## src/rtl/rsc_pkg.sv

```systemverilog
// Shared definitions for the 8-state RSC constituent code (feedback 1+D^2+D^3, parity 1+D+D^3).
// Used by the Viterbi decoder and by the bench encoder model.
// Trellis state index packs the shift register as {q0, q1, q2}, so the state-0 path is all-zero
// and the predecessors of next state {s,a,b} are {a,b,0} and {a,b,1}.
package rsc_pkg;

  localparam int unsigned N_STATES = 8;
  localparam int unsigned TAIL_LEN = 3;

  // Decoder FSM encoding
  localparam logic [2:0] ST_IDLE  = 3'd0;
  localparam logic [2:0] ST_DATA  = 3'd1;
  localparam logic [2:0] ST_TAIL  = 3'd2;
  localparam logic [2:0] ST_FLUSH = 3'd3;
  localparam logic [2:0] ST_DONE  = 3'd4;

  // Feedback term f = q1 ^ q2
  function automatic logic fb(input logic [2:0] state);
    return state[1] ^ state[0];
  endfunction

  // s = u ^ f; next = (s, q0, q1)
  function automatic logic [2:0] next_state(input logic [2:0] state, input logic u);
    return {u ^ fb(state), state[2:1]};
  endfunction

  // z = s ^ q0 ^ q2
  function automatic logic exp_parity(input logic [2:0] state, input logic u);
    return u ^ fb(state) ^ state[2] ^ state[0];
  endfunction

  // Hamming distance of the received pair to the branch label (x = u, z = parity)
  function automatic logic [1:0] branch_metric(input logic [2:0] state, input logic u,
                                               input logic x, input logic z);
    return {1'b0, x ^ u} + {1'b0, z ^ exp_parity(state, u)};
  endfunction

endpackage

```

## src/rtl/rsc_acs_unit.sv

```systemverilog
// Add-compare-select for one trellis state.
// Ports:
//   pm0_i / bm0_i : metric and branch metric via the predecessor with q2 = 0
//   pm1_i / bm1_i : metric and branch metric via the predecessor with q2 = 1
//   pm_o          : surviving metric
//   dec_o         : 1 when the q2 = 1 predecessor survives
// Purely combinational; the metric registers live in the decoder top.
module rsc_acs_unit #(
  parameter int unsigned PmW = 8
) (
  input  logic [PmW-1:0] pm0_i,
  input  logic [PmW-1:0] pm1_i,
  input  logic [1:0]     bm0_i,
  input  logic [1:0]     bm1_i,
  output logic [PmW-1:0] pm_o,
  output logic           dec_o
);

  logic [PmW-1:0] cand0, cand1, diff;

  always_comb begin
    cand0 = pm0_i + PmW'(bm0_i);
    cand1 = pm1_i + PmW'(bm1_i);
    // Sign of the modulo difference decides, so metric wrap-around is harmless; ties keep q2 = 0
    diff  = cand1 - cand0;
    dec_o = diff[PmW-1];
    pm_o  = dec_o ? cand1 : cand0;
  end

endmodule

```

## src/rtl/rsc_viterbi_decoder.sv

```systemverilog
// Hard-decision register-exchange Viterbi decoder for the 8-state RSC constituent code with
// 3-step termination to state 0. Emits K decoded info bits per block, in order.
// Ports:
//   clk, aclr          : rising-edge clock, asynchronous active-high reset
//   start, K           : one-cycle block start pulse, block-size select sampled with it
//   in_valid, xk, zk   : one received (systematic, parity) hard-bit pair per valid cycle
//   dk, dk_valid       : decoded info bit and its qualifier
//   busy, done         : block in progress, one-cycle pulse after the last dk
//   pm_final           : state-0 metric after termination, held until the next done
module rsc_viterbi_decoder
  import rsc_pkg::*;
#(
  parameter int unsigned BLK_K0  = 1056,
  parameter int unsigned BLK_K1  = 6144,
  parameter int unsigned TB      = 32,
  parameter int unsigned PM_W    = 8,
  parameter int unsigned PM_INIT = 16
) (
  input  logic            clk,
  input  logic            aclr,
  input  logic            start,
  input  logic            K,
  input  logic            in_valid,
  input  logic            xk,
  input  logic            zk,
  output logic            dk,
  output logic            dk_valid,
  output logic            busy,
  output logic            done,
  output logic [PM_W-1:0] pm_final
);

  localparam int unsigned CNT_W = 13;
  localparam logic [CNT_W-1:0] LEN0_LAST  = CNT_W'(BLK_K0 - 1);
  localparam logic [CNT_W-1:0] LEN1_LAST  = CNT_W'(BLK_K1 - 1);
  localparam logic [CNT_W-1:0] DK_FIRST   = CNT_W'(TB - 1);
  localparam logic [CNT_W-1:0] FLUSH_LAST = CNT_W'(TB - 2);
  localparam logic [CNT_W-1:0] TAIL_LAST  = CNT_W'(TAIL_LEN - 1);
  localparam logic [PM_W-1:0]  PM_START   = PM_W'(PM_INIT);

  logic [2:0]       state_q, state_d;
  logic             k_q, k_d;
  logic [CNT_W-1:0] sym_cnt_q, sym_cnt_d;
  logic [CNT_W-1:0] blk_last;
  logic [PM_W-1:0]  pm_q [N_STATES];
  logic [PM_W-1:0]  pm_d [N_STATES];
  logic [TB-1:0]    surv_q [N_STATES];
  logic [TB-1:0]    surv_d [N_STATES];
  logic             dk_q, dk_d;
  logic             dk_valid_q, dk_valid_d;
  logic             done_q, done_d;
  logic [PM_W-1:0]  pm_final_q, pm_final_d;

  logic [1:0]       bm0 [N_STATES];
  logic [1:0]       bm1 [N_STATES];
  logic [PM_W-1:0]  pm_acs [N_STATES];
  logic             dec [N_STATES];

  assign blk_last = k_q ? LEN1_LAST : LEN0_LAST;

  // Branch metrics into each next state from its two predecessors. With s = 0 these are also
  // the tail branches, so the same values serve DATA and TAIL.
  always_comb begin : p_bm
    logic [2:0] nx, p0, p1;
    nx = '0;
    p0 = '0;
    p1 = '0;
    for (int n = 0; n < N_STATES; n++) begin
      nx     = 3'(n);
      p0     = {nx[1:0], 1'b0};
      p1     = {nx[1:0], 1'b1};
      bm0[n] = branch_metric(p0, nx[2] ^ fb(p0), xk, zk);
      bm1[n] = branch_metric(p1, nx[2] ^ fb(p1), xk, zk);
    end
  end

  for (genvar g = 0; g < N_STATES; g++) begin : g_acs
    rsc_acs_unit #(
      .PmW (PM_W)
    ) u_acs (
      .pm0_i (pm_q[(g % 4) * 2]),
      .pm1_i (pm_q[(g % 4) * 2 + 1]),
      .bm0_i (bm0[g]),
      .bm1_i (bm1[g]),
      .pm_o  (pm_acs[g]),
      .dec_o (dec[g])
    );
  end

  always_comb begin : p_next
    logic [2:0]      nx, pred, best;
    logic [PM_W-1:0] diff;
    logic            u;
    state_d    = state_q;
    k_d        = k_q;
    sym_cnt_d  = sym_cnt_q;
    pm_d       = pm_q;
    surv_d     = surv_q;
    dk_d       = 1'b0;
    dk_valid_d = 1'b0;
    done_d     = 1'b0;
    pm_final_d = pm_final_q;
    nx         = '0;
    pred       = '0;
    best       = '0;
    diff       = '0;
    u          = 1'b0;

    if (start) begin
      // Opens a block from any state; an in-flight block is dropped without done
      state_d   = ST_DATA;
      k_d       = K;
      sym_cnt_d = '0;
      for (int n = 0; n < N_STATES; n++) begin
        pm_d[n]   = (n == 0) ? '0 : PM_START;
        surv_d[n] = '0;
      end
    end else begin
      case (state_q)
        ST_DATA, ST_TAIL: begin
          if (in_valid) begin
            for (int n = 0; n < N_STATES; n++) begin
              nx   = 3'(n);
              pred = {nx[1:0], dec[n]};
              u    = nx[2] ^ fb(pred);
              if (state_q == ST_DATA) begin
                pm_d[n]   = pm_acs[n];
                surv_d[n] = {surv_q[pred][TB-2:0], u};
              end else begin
                // s = 1 states are unreachable in the tail; keep them clearly losing
                pm_d[n]   = nx[2] ? pm_acs[n % 4] + PM_START : pm_acs[n];
                surv_d[n] = surv_q[pred];
              end
            end

            if (state_q == ST_DATA) begin
              // Minimum-metric state, lowest index on ties
              for (int i = 1; i < N_STATES; i++) begin
                diff = pm_d[i] - pm_d[best];
                if (diff[PM_W-1]) begin
                  best = 3'(i);
                end
              end
              dk_valid_d = (sym_cnt_q >= DK_FIRST);
              dk_d       = dk_valid_d & surv_d[best][TB-1];
              if (sym_cnt_q == blk_last) begin
                state_d   = ST_TAIL;
                sym_cnt_d = '0;
              end else begin
                sym_cnt_d = sym_cnt_q + CNT_W'(1);
              end
            end else begin
              if (sym_cnt_q == TAIL_LAST) begin
                state_d   = ST_FLUSH;
                sym_cnt_d = '0;
              end else begin
                sym_cnt_d = sym_cnt_q + CNT_W'(1);
              end
            end
          end
        end

        ST_FLUSH: begin
          // The oldest state-0 bit already left during DATA; drain the other TB-1
          dk_valid_d = 1'b1;
          dk_d       = surv_q[0][TB-2];
          surv_d[0]  = {surv_q[0][TB-2:0], 1'b0};
          if (sym_cnt_q == FLUSH_LAST) begin
            state_d = ST_DONE;
          end else begin
            sym_cnt_d = sym_cnt_q + CNT_W'(1);
          end
        end

        ST_DONE: begin
          done_d     = 1'b1;
          pm_final_d = pm_q[0];
          state_d    = ST_IDLE;
        end

        default: begin
          state_d = ST_IDLE;
        end
      endcase
    end
  end

  always_ff @(posedge clk or posedge aclr) begin
    if (aclr) begin
      state_q    <= ST_IDLE;
      k_q        <= 1'b0;
      sym_cnt_q  <= '0;
      dk_q       <= 1'b0;
      dk_valid_q <= 1'b0;
      done_q     <= 1'b0;
      pm_final_q <= '0;
      for (int n = 0; n < N_STATES; n++) begin
        pm_q[n]   <= '0;
        surv_q[n] <= '0;
      end
    end else begin
      state_q    <= state_d;
      k_q        <= k_d;
      sym_cnt_q  <= sym_cnt_d;
      dk_q       <= dk_d;
      dk_valid_q <= dk_valid_d;
      done_q     <= done_d;
      pm_final_q <= pm_final_d;
      for (int n = 0; n < N_STATES; n++) begin
        pm_q[n]   <= pm_d[n];
        surv_q[n] <= surv_d[n];
      end
    end
  end

  assign dk       = dk_q;
  assign dk_valid = dk_valid_q;
  assign done     = done_q;
  assign pm_final = pm_final_q;
  assign busy     = (state_q != ST_IDLE);

endmodule

```

## config.mk

```make
export PLATFORM = sky130hd
export DESIGN_NAME = rsc_viterbi_decoder
export DESIGN_NICKNAME = d
export VERILOG_FILES = /design/src/rtl/rsc_pkg.sv /design/src/rtl/rsc_acs_unit.sv /design/src/rtl/rsc_viterbi_decoder.sv
export SDC_FILE = /design/constraint.sdc
export NUM_CORES = 1
export LEC_CHECK = 0
export ABC_AREA = 1
export CAP_MARGIN = 20
export CORE_MARGIN = 4
export CORE_UTILIZATION = 60
export DETAILED_ROUTE_END_ITERATION = 10
export PLACE_DENSITY = 0.76
export SYNTH_ARGS = -nofsm -noshare
export SYNTH_HDL_FRONTEND = slang
export SYNTH_SLANG_ARGS = --single-unit
export TNS_END_PERCENT = 5
```

## constraint.sdc

```tcl
create_clock -name clk -period 17.9 [get_ports clk]
set_input_delay 1.79 -clock clk [delete_from_list [all_inputs] [get_ports clk]]
set_output_delay 1.79 -clock clk [all_outputs]
set_load 0.01 [all_outputs]
```

==> out/results.ini, run 1 <==
[setup_path]
crit_fanout=25
startpoint_type=input pin
required_ns=18.32
worstPathArrival_ns=16.99
criticalPathCategory=in2reg
cp_slowest_cell=clkdlybuf4s50_1
critPathMostFrequentCell=nand2_1
slowest_delay_ns=0.57
end_kind=register

[synth]
syn_avg_cell_area_sq_um=6.79
ys.flop_type=dfrtp_1
ys_warn_count=0
ys_async_sr_fraction_pct=100
synthCells=3852
netlist-cell-type-count=56
synth-seq-cells=348
synthTopCellsByArea=dfrtp_1 33%, nand2_1 17%, o21ai_0 10%, inv_1 6.3%, o22ai_1 6.0%
synth_common_cells=1182 x nand2_1, 530 x o21ai_0, 438 x inv_1
netlist.area_leader.share_pct=33.3
synth.yosys.seq_area_share_pct=33.3
syn-num-nets=3983
yosysMostFrequentCell=nand2_1
synth_edf_count=0
yosysTopAreaCell=dfrtp_1
synth_area_sq_um=26100

[cells_and_area]
insertedDiodeCount=0
regArea_sq_um=8710
fillCellCount=3890
fin_nets=3876
drive_gt1_share_pct=6.36
multi_input_area_sq_um=14900
syn_to_final_growth_pct=7.32

[floorplanning]
dieArea_sq_um=47000
die_w_um=217
core_area_sq_um=43100
num_rows=76
io_pins=19
die_h_um=217
initial_utilization_pct=60.7

[sta]
hold_viol_final=0
period_share_pct=92.6
slew_headroom_pct=19.5
fmax_ghz=0.0603
setup_viol=0
fin_crit_ns=16.57
worstMarginPinSlew_ns=1.20
setup_tns_ns=0
finalClockSkew_ns=0.0154
rsz0062_at_grt=no
final-max-slew-violation-count=0

[cts]
cts_tree=yes
htree_levels=2
clock_latency_ns=0.57
clock-sinks=348
cts-root-buf=clkbuf_16
cts_buffers=41
clock_path_buffers=3
cts_setup_buffers=0
clk_pin_slew_ns=0.06

[drt]
drc=0
vias=26777
antenna_left=0
post_drt_via_cell_ratio=6.14
totalWireLength_mm=85.8
routedWlPerCell_um=19.7
drt_iter0_markers=3361
dr.pass1.iters=6

[global_routing]
overflow=0
grt_pass1_wl_mm=137
grtUsageTotal_pct=36.0
grt_max_degree=151
antenna_found_initial=0
grt_pass1_vias=25748

[placed_design]
hpwl_mm=60.3
place_congestion=1.03
port_buffers=18

[outcome]
status=complete, no violations

[min_path]
hold_class=reg2reg

[run]
max_cap_violations=0

repair_timing:
item	4_1_cts	5_1_grt
hold buffers	0	0
setup endpoints to repair	0	1
gates resized for setup	0	11
metrics by stage:
| step | instances | utilization [%] | cell area [sq um] | hold WS [ns] | worst slack (ns) |
|---|---|---|---|---|---|
| detailed placement | 4285 | 61.9 | 26700 | 0.478 | 0.226 |
| floorplan | 3852 | - | 26100 | 0.457 | 1.80 |
| global placement | 4285 | 61.9 | 26700 | 0.467 | 0.684 |
| finish | 4361 | 65.1 | 28100 | 0.493 | 1.33 |
| CTS | 4359 | 64.9 | 28000 | 0.495 | 0.787 |
| global route | 4361 | 65.1 | 28100 | 0.513 | 0.0744 |
metal layers:
metal | vias up | global-route usage [%] | part of all wire, %
met1 | 12633 | 43.8 | 39
li1 | 12564 | - | -
met4 | 0 | 21.3 | 7.2
met5 | - | 0 | 0
met2 | 1253 | 61.5 | 48
met3 | 327 | 4.36 | 6.2
cells by family after synthesis:
logic type | synth area share [%]
fa+ha+maj | 5.94
xor+xnor | 3.77
buf+inv | 10.0
simple gates | 24.5
flops | 33.3
compound gates | 22.5
worst max-delay path, delay by kind of cell:
| kind | cells | cell delay, ns |
|---|---|---|
| buffers and inverters | 13 | 2.06 |
| XOR/XNOR | 1 | 0.22 |
| AO/OA/AOI/OAI | 27 | 4.37 |
| AND/OR/NAND/NOR | 50 | 5.41 |
| adder cells (fa/ha/maj) | 11 | 3.09 |
cell usage in the layout (no fill, tap or decap), drive strengths merged, types with 18 or more instances in the layout:
cell | synthesis | routed
a21oi | 118 | 118
a22oi | 35 | 35
buf | 47 | 55
clkbuf | 176 | 60
clkdlybuf4s50 | 0 | 18
dfrtp | 348 | 348
ha | 124 | 124
inv | 455 | 461
nand2 | 1220 | 1220
nand3 | 160 | 160
nand4 | 21 | 21
nor2 | 98 | 98
nor3 | 18 | 18
o211ai | 40 | 40
o21ai | 546 | 546
o22ai | 250 | 250
xor2 | 98 | 98
path summary, 6_finish.rpt:
kind | endpoint | from | depth (start not counted) | slack (ns)
max | dk$_DFF_PP0_ | xk | 102 | 1.33
min | surv_q[216]$_DFFE_PP0P_ | surv_q[216]$_DFFE_PP0P_ | 2 | 0.49
max reg2reg | dk$_DFF_PP0_ | pm_q[33]$_DFFE_PP0P_ | 98 | 3.27
min reg2reg | surv_q[216]$_DFFE_PP0P_ | surv_q[216]$_DFFE_PP0P_ | 2 | 0.49
max in group asynchronous | pm_q[5]$_DFFE_PP0P_ | aclr | 3 | 14.56
min in group asynchronous | surv_q[247]$_DFFE_PP0P_ | aclr | 2 | 1.88
cell type report:
type	instances	area share [%]
multi-input combinational	2816	53.0
timing repair buffer	73	2.27
tap	585	2.61
clock inverter	14	0.419
clock buffer	60	4.30
inverter	465	6.31
sequential	348	31.0
sequential cells by signal, indices dropped and copies added (netlist names):
name       count
done           1
dk             1
surv_q       256
dk_valid       1
pm_final       8
sym_cnt_q     13
pm_q          64
state_q        3
k_q            1
Power of run 1 is left out: the tool's default activity adds up to more than one toggle a clock period on the data nets, which glitch-free logic cannot reach.
==> inputs of run 2 (changes only) <==
--- a/config.mk
+++ b/config.mk
@@ -9,6 +9,7 @@
 export CAP_MARGIN = 20
 export CORE_MARGIN = 4
 export CORE_UTILIZATION = 60
+export CTS_CLUSTER_SIZE = 14
 export DETAILED_ROUTE_END_ITERATION = 10
 export PLACE_DENSITY = 0.76
 export SYNTH_ARGS = -nofsm -noshare
==> results of run 2 <==
Same layout as run 1: the final DEF is identical, and so are final timing and power.
Power of run 2 is left out for the same reason.
